**src/rtl/cmp_search_if.sv**
```systemverilog
// Operand/flag bundle between cmp_search and the magnitude comparator.
// The err line exists only when CMP_SEARCH_FLAG_CHECK_EN is defined.
interface cmp_search_if #(
  parameter int WIDTH = 8
);
  logic             start;
  logic [WIDTH-1:0] guess;
  logic             eq;
  logic             big_a;
  logic             big_b;
  logic             busy;
  logic             done;
  logic             found;
  logic [WIDTH-1:0] result;
  logic [WIDTH-1:0] steps;
`ifdef CMP_SEARCH_FLAG_CHECK_EN
  logic             err;
`endif

  modport master (
    input  start, eq, big_a, big_b,
    output guess, busy, done, found, result, steps
`ifdef CMP_SEARCH_FLAG_CHECK_EN
    , output err
`endif
  );

  modport slave (
    output start, eq, big_a, big_b,
    input  guess, busy, done, found, result, steps
`ifdef CMP_SEARCH_FLAG_CHECK_EN
    , input err
`endif
  );
endinterface

```
**src/rtl/cmp_search.sv**
```systemverilog
// Binary-search controller driving a magnitude comparator to locate a hidden operand.
// Optional macro CMP_SEARCH_FLAG_CHECK_EN adds an err output for non-one-hot comparator flags.
module cmp_search #(
  parameter int WIDTH = 8
) (
  input logic          clk,
  input logic          rst,
  cmp_search_if.master bus
);

  localparam logic [1:0] S_IDLE   = 2'd0;
  localparam logic [1:0] S_CALC   = 2'd1;
  localparam logic [1:0] S_SAMPLE = 2'd2;
  localparam logic [1:0] S_DONE   = 2'd3;

  localparam logic signed [WIDTH+1:0] ONE_S = (WIDTH+2)'(1);

  logic [1:0]       state;
  logic [WIDTH:0]   lo;
  logic [WIDTH:0]   hi;
  logic [WIDTH-1:0] guess_r;
  logic [WIDTH-1:0] result_r;
  logic [WIDTH-1:0] steps_r;
  logic             found_r;

  // Floor midpoint of [lo, hi]; only called while lo <= hi, so the sum stays in range.
  function automatic logic [WIDTH-1:0] midpoint(input logic [WIDTH:0] l, input logic [WIDTH:0] h);
    logic [WIDTH:0] span;
    logic [WIDTH:0] mid;
    span = h - l;
    mid  = l + (span >> 1);
    return mid[WIDTH-1:0];
  endfunction

  // Bound updates are evaluated one bit wider and signed so hi = -1 and lo = 2^WIDTH compare correctly.
  logic signed [WIDTH+1:0] guess_s;
  logic signed [WIDTH+1:0] lo_s;
  logic signed [WIDTH+1:0] hi_s;
  logic signed [WIDTH+1:0] new_lo;
  logic signed [WIDTH+1:0] new_hi;
  logic                    take_a;
  logic                    exhausted;

  always_comb begin
    guess_s   = {2'b00, guess_r};
    lo_s      = {1'b0, lo};
    hi_s      = {1'b0, hi};
    take_a    = bus.big_a;
    new_lo    = take_a ? lo_s : (guess_s + ONE_S);
    new_hi    = take_a ? (guess_s - ONE_S) : hi_s;
    exhausted = (new_lo > new_hi);
  end

`ifdef CMP_SEARCH_FLAG_CHECK_EN
  logic err_r;
  logic flag_fault;

  always_comb begin
    flag_fault = !(({bus.eq, bus.big_a, bus.big_b} == 3'b100) ||
                   ({bus.eq, bus.big_a, bus.big_b} == 3'b010) ||
                   ({bus.eq, bus.big_a, bus.big_b} == 3'b001));
  end
`endif

  always_ff @(posedge clk) begin
    if (rst) begin
      state    <= S_IDLE;
      lo       <= '0;
      hi       <= '0;
      guess_r  <= '0;
      result_r <= '0;
      steps_r  <= '0;
      found_r  <= 1'b0;
`ifdef CMP_SEARCH_FLAG_CHECK_EN
      err_r    <= 1'b0;
`endif
    end else begin
      case (state)
        S_IDLE: begin
          if (bus.start) begin
            lo       <= '0;
            hi       <= {1'b0, {WIDTH{1'b1}}};
            steps_r  <= '0;
            found_r  <= 1'b0;
            result_r <= '0;
`ifdef CMP_SEARCH_FLAG_CHECK_EN
            err_r    <= 1'b0;
`endif
            state    <= S_CALC;
          end
        end

        S_CALC: begin
          guess_r <= midpoint(lo, hi);
          steps_r <= steps_r + 1'b1;
          state   <= S_SAMPLE;
        end

        // Comparator is combinational: flags reflect guess_r, which is stable this cycle.
        S_SAMPLE: begin
`ifdef CMP_SEARCH_FLAG_CHECK_EN
          if (flag_fault) begin
            err_r    <= 1'b1;
            found_r  <= 1'b0;
            result_r <= '0;
            state    <= S_DONE;
          end else
`endif
          if (bus.eq) begin
            found_r  <= 1'b1;
            result_r <= guess_r;
            state    <= S_DONE;
          end else begin
            lo <= new_lo[WIDTH:0];
            hi <= new_hi[WIDTH:0];
            if (exhausted) begin
              found_r <= 1'b0;
              state   <= S_DONE;
            end else begin
              state <= S_CALC;
            end
          end
        end

        S_DONE:  state <= S_IDLE;
        default: state <= S_IDLE;
      endcase
    end
  end

  assign bus.guess  = guess_r;
  assign bus.busy   = (state != S_IDLE);
  assign bus.done   = (state == S_DONE);
  assign bus.found  = found_r;
  assign bus.result = result_r;
  assign bus.steps  = steps_r;
`ifdef CMP_SEARCH_FLAG_CHECK_EN
  assign bus.err    = err_r;
`endif

endmodule

```
**src/flat_wrapper.sv**
```systemverilog
// flat-port wrapper written by rule: the top's interface ports become plain ports
module cmp_search_flat 
#(
  parameter int WIDTH = 8
)
  (clk, rst, bus_start, bus_eq, bus_big_a, bus_big_b, bus_guess, bus_busy, bus_done, bus_found, bus_result, bus_steps);
  cmp_search_if #(.WIDTH(WIDTH)) bus_i ();
  input logic clk;
  input logic rst;
  input wire logic [$bits(bus_i.start)-1:0] bus_start;
  input wire logic [$bits(bus_i.eq)-1:0] bus_eq;
  input wire logic [$bits(bus_i.big_a)-1:0] bus_big_a;
  input wire logic [$bits(bus_i.big_b)-1:0] bus_big_b;
  output wire logic [$bits(bus_i.guess)-1:0] bus_guess;
  output wire logic [$bits(bus_i.busy)-1:0] bus_busy;
  output wire logic [$bits(bus_i.done)-1:0] bus_done;
  output wire logic [$bits(bus_i.found)-1:0] bus_found;
  output wire logic [$bits(bus_i.result)-1:0] bus_result;
  output wire logic [$bits(bus_i.steps)-1:0] bus_steps;
  assign bus_i.start = bus_start;
  assign bus_i.eq = bus_eq;
  assign bus_i.big_a = bus_big_a;
  assign bus_i.big_b = bus_big_b;
  assign bus_guess = bus_i.guess;
  assign bus_busy = bus_i.busy;
  assign bus_done = bus_i.done;
  assign bus_found = bus_i.found;
  assign bus_result = bus_i.result;
  assign bus_steps = bus_i.steps;
  cmp_search #(.WIDTH(WIDTH)) u_core (.clk(clk), .rst(rst), .bus(bus_i));
endmodule
```
**config.mk**
```make
export PLATFORM = sky130hd
export DESIGN_NAME = cmp_search_flat
export DESIGN_NICKNAME = d
export VERILOG_FILES = /design/src/rtl/cmp_search_if.sv /design/src/rtl/cmp_search.sv /design/src/flat_wrapper.sv
export SDC_FILE = /design/constraint.sdc
export NUM_CORES = 1
export LEC_CHECK = 0
export CAP_MARGIN = 20
export CORE_MARGIN = 4
export CORE_UTILIZATION = 50
export CTS_CLUSTER_DIAMETER = 30
export DETAILED_ROUTE_END_ITERATION = 8
export PLACE_DENSITY = 0.72
export SLEW_MARGIN = 15
export SYNTH_ARGS = -nofsm -noshare
export SYNTH_HDL_FRONTEND = slang
export SYNTH_SLANG_ARGS = --single-unit
```
**constraint.sdc**
```tcl
create_clock -name clk -period 3.4 [get_ports clk]
set_clock_uncertainty 0.1 [all_clocks]
set_input_delay 0.34 -clock clk [delete_from_list [all_inputs] [get_ports clk]]
set_output_delay 0.34 -clock clk [all_outputs]
set_load 0.01 [all_outputs]
```
## Yosys cells after proc, flatten, opt, wreduce, memory -nomap -nowiden

Cells that the tools add are included.

| operators by class | value |
|---|---|
| eq/ne operators | 7 |
| mux-type cells | 20 |
| add/subtract/negate cells | 5 |
| magnitude comparators | 1 |
| reduce and logical (&&, ||, !) cells | 8 |

Operators by type and width:

| kind | count |
|---|---|
| $mux 9 | 5 |
| $pmux 9 s2 | 2 |
| $pmux 8 s2 | 2 |
| $mux 8 | 2 |
| $gt 10x10->1 | 1 |
| $mux 10 | 1 |
| $add 8x1->9 const B | 1 |
| $reduce_and 3->1 | 3 |
| $sub 8x1->9 const B | 1 |
| $sub 9x9->9 | 1 |
| $add 8x1->8 const B | 1 |
| $add 8x8->8 | 1 |
| $pmux 2 s4 | 1 |
| $mux 2 | 3 |
| $ne 2x2->1 const B | 3 |
| $reduce_bool 2->1 | 3 |
| $eq 2x2->1 const B | 2 |
| $mux 1 | 3 |
| $ne 3x2->1 const B | 1 |
| $eq 2x1->1 const B | 1 |
| $logic_not 2->1 | 1 |
| $pmux 1 s2 | 1 |
| $reduce_and 2->1 | 1 |

| word-level totals | value |
|---|---|
| input port bits | 6 |
| logic and storage cells | 48 |
| bits in registers | 45 |
| output and inout bits | 27 |

## Longest topological paths before layout

| logic depth | value |
|---|---|
| depth after elaboration | 6 |
| mapped depth | 14 |
| mapped depth without buffers | 14 |

## Least setup slack after synthesis

OpenSTA, ideal clock, no wires.

| path | value |
|---|---|
| path kind | register to register |
| start point | reg u_core.lo[1] |
| end point | reg u_core.guess_r[7], in the netlist u_core.bus.guess[7] |
| setup time | 0.132 ns |
| cell stages (with the launch flop) | 12 |
| setup slack | 0.379 ns |
| required time | 3.168 ns |
| data arrival time | 2.789 ns |
| buffers on the path | 0 |
| clock period less this slack | 3.021 ns |
| cell sequence | dfxtp_1 > inv_1 > fa_1 > a21o_1 > a221oi_2 > xnor2_1 > ha_1 > or4_4 > o22ai_2 > xnor3_1 > nand2_1 > a21oi_1 |

| on the way | value |
|---|---|
| longest elaborated chain between the ends | 2 |

Ends and longest elaborated chain:

| item | line | RTL |
|---|---|---|
| from (decl) | cmp_search.sv:19 | `logic [WIDTH:0] lo;` |
| from (signal assigned) | cmp_search.sv:114 | `lo <= new_lo[WIDTH:0];` |
| $sub 9x9->9 | cmp_search.sv:30 | `span = h - l;` |
| $add 8x8->8 * | cmp_search.sv:31 | `mid = l + (span >> 1);` |
| to (signal assigned) | cmp_search.sv:94 | `guess_r <= midpoint(lo, hi);` |
| to (decl) | cmp_search.sv:21 | `logic [WIDTH-1:0] guess_r;` |

Every way passes the cells marked *; elsewhere a longest branch is shown, timed or not.
A chain may end at the register's enable or synchronous reset.

## Worst setup path after layout

| path | value |
|---|---|
| start point | reg u_core.hi[0] |
| end point | reg u_core.guess_r[7], in the netlist u_core.bus.guess[7] |

| on the way | value |
|---|---|
| longest elaborated chain between the ends | 2 |

Ends and longest elaborated chain:

| item | line | RTL |
|---|---|---|
| from (decl) | cmp_search.sv:20 | `logic [WIDTH:0] hi;` |
| from (signal assigned) | cmp_search.sv:82 | `hi <= {1'b0, {WIDTH{1'b1}}};` |
| from (signal assigned) | cmp_search.sv:115 | `hi <= new_hi[WIDTH:0];` |
| $sub 9x9->9 | cmp_search.sv:30 |  |
| $add 8x8->8 | cmp_search.sv:31 |  |

No other way between the ends.

==> results.md <==
- Standard-cell rows: 27
- Most frequent standard cell in the layout excluding fill and tap cells: a21oi_1
- Final Hold Viols: 0
- Antenna violations before repair: 0
- Slowest cell on the critical path: or4_4
- Y dimension of the die: between 80 and 90 µm
- Routed length on met3: 469 µm
- Number of slew-limit violations in the final report: 0
- Number of instances in the synthesized netlist: 379
- Type of destination of the critical path: register
- Library cell with the largest summed area after synthesis: dfxtp_1
- First-pass detailed-route iteration total: 5
- Max stage delay on crit path: 0.52 ns
- Global placer's final weighted congestion: 0.855
- Hold Buf Count CTS: 0
- Min-Delay Path Class: register to register
- Core area: 0.00564 mm²
- Maximum number of pins on one net before global-route repair: 40
- Max IR drop VDD: 197 µV
- Detailed-route DRC error count: 0
- TritonCTS sink count: 45
- Largest fanout of any net on the critical path: 5
- Timing-limited maximum frequency: 0.314 GHz
- Clock root buffer master: clkbuf_8
- Cell types with the largest area share after synthesis: dfxtp_1 30%, ha_1 11%, a21oi_1 7.8%, nor2_1 4.8%, o21ai_0 4.7%
- Longest Clk Path Bufs: 2
- Number of violations of the max-capacitance limit: 0
- Final core occ: 60.6%
- Placed inst area: 0.00333 mm²
- Area of the mapped netlist: between 0.002 and 0.003 mm²
- Arrival time at the worst endpoint: 3.27 ns
- Distinct cells, synth: 48
- Fraction of layout instances using a drive strength above 1: 6.44%
- Uppermost signal routing layer after detailed routing: met4
- TritonCTS clock tree: done
- Static leakage: 1.38 nW
- Routed wire length: 7170 µm
- Average cell area after synthesis: 7.83 µm²
- Number of buffers added for setup after CTS: 0
- Syn_nets: 413
- Worst slew pin tran: 0.750 ns
- Crit Path Class: register to register
- Number of failing setup endpoints in the final timing report: 0
- Sequential-to-total area share from yosys stat: between 30% and 40%
- Clock transition at the register clock pins on the worst setup and hold paths after CTS: 0.09 ns
- H-tree levels: 2
- Post-cts sizing count: 0
- Number of antenna-violating nets in the routed design: 0
- Leading cell types in the layout, fill and taps excluded: 46 x a21oi_1, 45 x dfxtp_1, 38 x nor2_1
- First-pass GRT wire length: between 10000 and 15000 µm
- Number of DRC violations after detailed-routing iteration 0: 233
- YS warnings: 0
- Power per Cell Area: 395 mW/mm²
- Post-layout instance count excluding filler cells: 476
- Count of antenna diodes in the layout: 0
- Data required time of the critical path: ~3.5 ns
- Headroom to the max-slew limit: 50.0%
- Cell family with the largest share of critical-path delay: simple AND/OR/NAND/NOR gates
- Category of the worst setup path launch point: register
- GRT Overall Usage: 20.7%
- Initial cell density of the core: a little over half
- Net count, final: 437
- Cell count after placement: about 470
- Count of port buffers added during placement: 31
- Main synth FF type: dfxtp_1
- Post-route minimum period: 3.19 ns
- Crit share post-route: 93.8%
- Area share of the leading cell type in the synthesized netlist: between 30% and 40%
- Count of flip-flops with a built-in enable after synthesis: 0
- Total met2 wirelength after detailed routing: 3340 µm
- Remaining global-route overflow: 0
- Vias in the first global route: 2566
- Proportion of synthesized flip-flops having asynchronous set or reset: 0%
- Post-synthesis to final-layout area growth: 15.3%
- Run status: complete, no violations
- Total non-filler cell area in the finished layout: between 0.003 and 0.004 mm²
- Number of vias after detailed routing: 2689
- Flip-flop and latch count after synthesis: between 40 and 50
- Count of pins on the block boundary: 33
- Critical path buffers and inverters: 0
- Die X-Extent: 85.0 µm
- Skew-Pair Late Insertion Delay: roughly 0.30 ns
- Half-perimeter wire length after placement: ~5300 µm
- Setup repair after global routing missed its margin: no
- Detail-routed net length per standard cell: 15.1 µm
- Fin Setup TNS: 0 ns
- Critical path, cell by cell: nand2b_1, fa_1, a21o_1, a221oi_2, xnor2_1, ha_1, or4_4, o22ai_2, xnor3_1, nand2_1, a21oi_1
- Metal-1 WL: 3260 µm
- Die footprint: a little over 0.007 mm²
- Post-detailed-route via-to-cell ratio: 5.65
- Number of clock buffers inserted by TritonCTS: 5
## Yosys cell counts, types with 3 or more instances
cell type	n
o21ai_0	28
buf_2	6
dfxtp_1	45
xnor2_1	15
clkbuf_1	13
a22oi_1	9
xor2_1	7
nand2_1	35
a211oi_1	6
nand2b_1	6
nand3_1	13
inv_1	16
nor2b_1	4
nor3_1	7
a21oi_1	46
nor2_1	38
nand3b_1	3
ha_1	26
a21o_1	8
and3_1	11
## logic make-up after synthesis
kind of cell	count (synthesis)	share of synthesized area [%]
xor+xnor	23	7.25
compound gates	110	22.1
flops	45	30.4
mux	2	0.717
simple gates	134	22.1
fa+ha+maj	28	12.3
buf+inv	37	5.06
## final cells by class
| class | instances | area [µm²] |
|---|---|---|
| repair buffers | 38 | 363 |
| clock buffers | 5 | 68.8 |
| well taps | 72 | 90.1 |
| inverters | 16 | 60.1 |
| multi-input cells | 297 | 1920 |
| flip-flops and latches | 45 | 901 |
| fillers | 496 | 2220 |
| clock inverters | 3 | 22.5 |
## metrics by stage
stage,setup WS (ns),hold slack (ns),total power [mW]
2_1_floorplan,0.379,0.376,0.907
3_3_place_gp,0.232,0.345,1.00
3_5_place_dp,0.233,0.348,1.01
4_1_cts,0.226,0.364,1.36
5_1_grt,0.0961,0.395,1.44
6_report,0.212,0.360,1.35
## tightest hold or removal path, stage by stage (launching register included)
cell	delay, ns
dfxtp_1	0.32
nand2_1	0.05
a21oi_1	0.05
## routing by layer
metal,global-route usage [%],vias up
met5,0,-
met2,34.4,70
li1,-,1379
met4,5.18,0
met1,27.4,1231
met3,4.37,9
## final timing paths
kind | start | end | slack (ns) | cells past startpoint
max | u_core.hi[0] | u_core.bus.guess[7] | 0.21 | 11
min | u_core.bus.result[7] | u_core.bus.result[7] | 0.36 | 2
max reg2reg | u_core.hi[0] | u_core.bus.guess[7] | 0.21 | 11
min reg2reg | u_core.bus.result[7] | u_core.bus.result[7] | 0.36 | 2
## registers in the layout, indices dropped and copies added, names as in the netlist
signal / flops
u_core.lo: 9
u_core.bus.steps: 8
u_core.state: 2
u_core.bus.found: 1
u_core.bus.result: 8
u_core.bus.guess: 8
u_core.hi: 9
## report_power, final
group / switching (mW) / internal (mW) / total [mW]
Sequential: 0.0480 / 0.551 / 0.599
Combinational: 0.223 / 0.185 / 0.408
Clock: 0.197 / 0.146 / 0.343
Note: power is estimated with default switching activity, not from simulation.
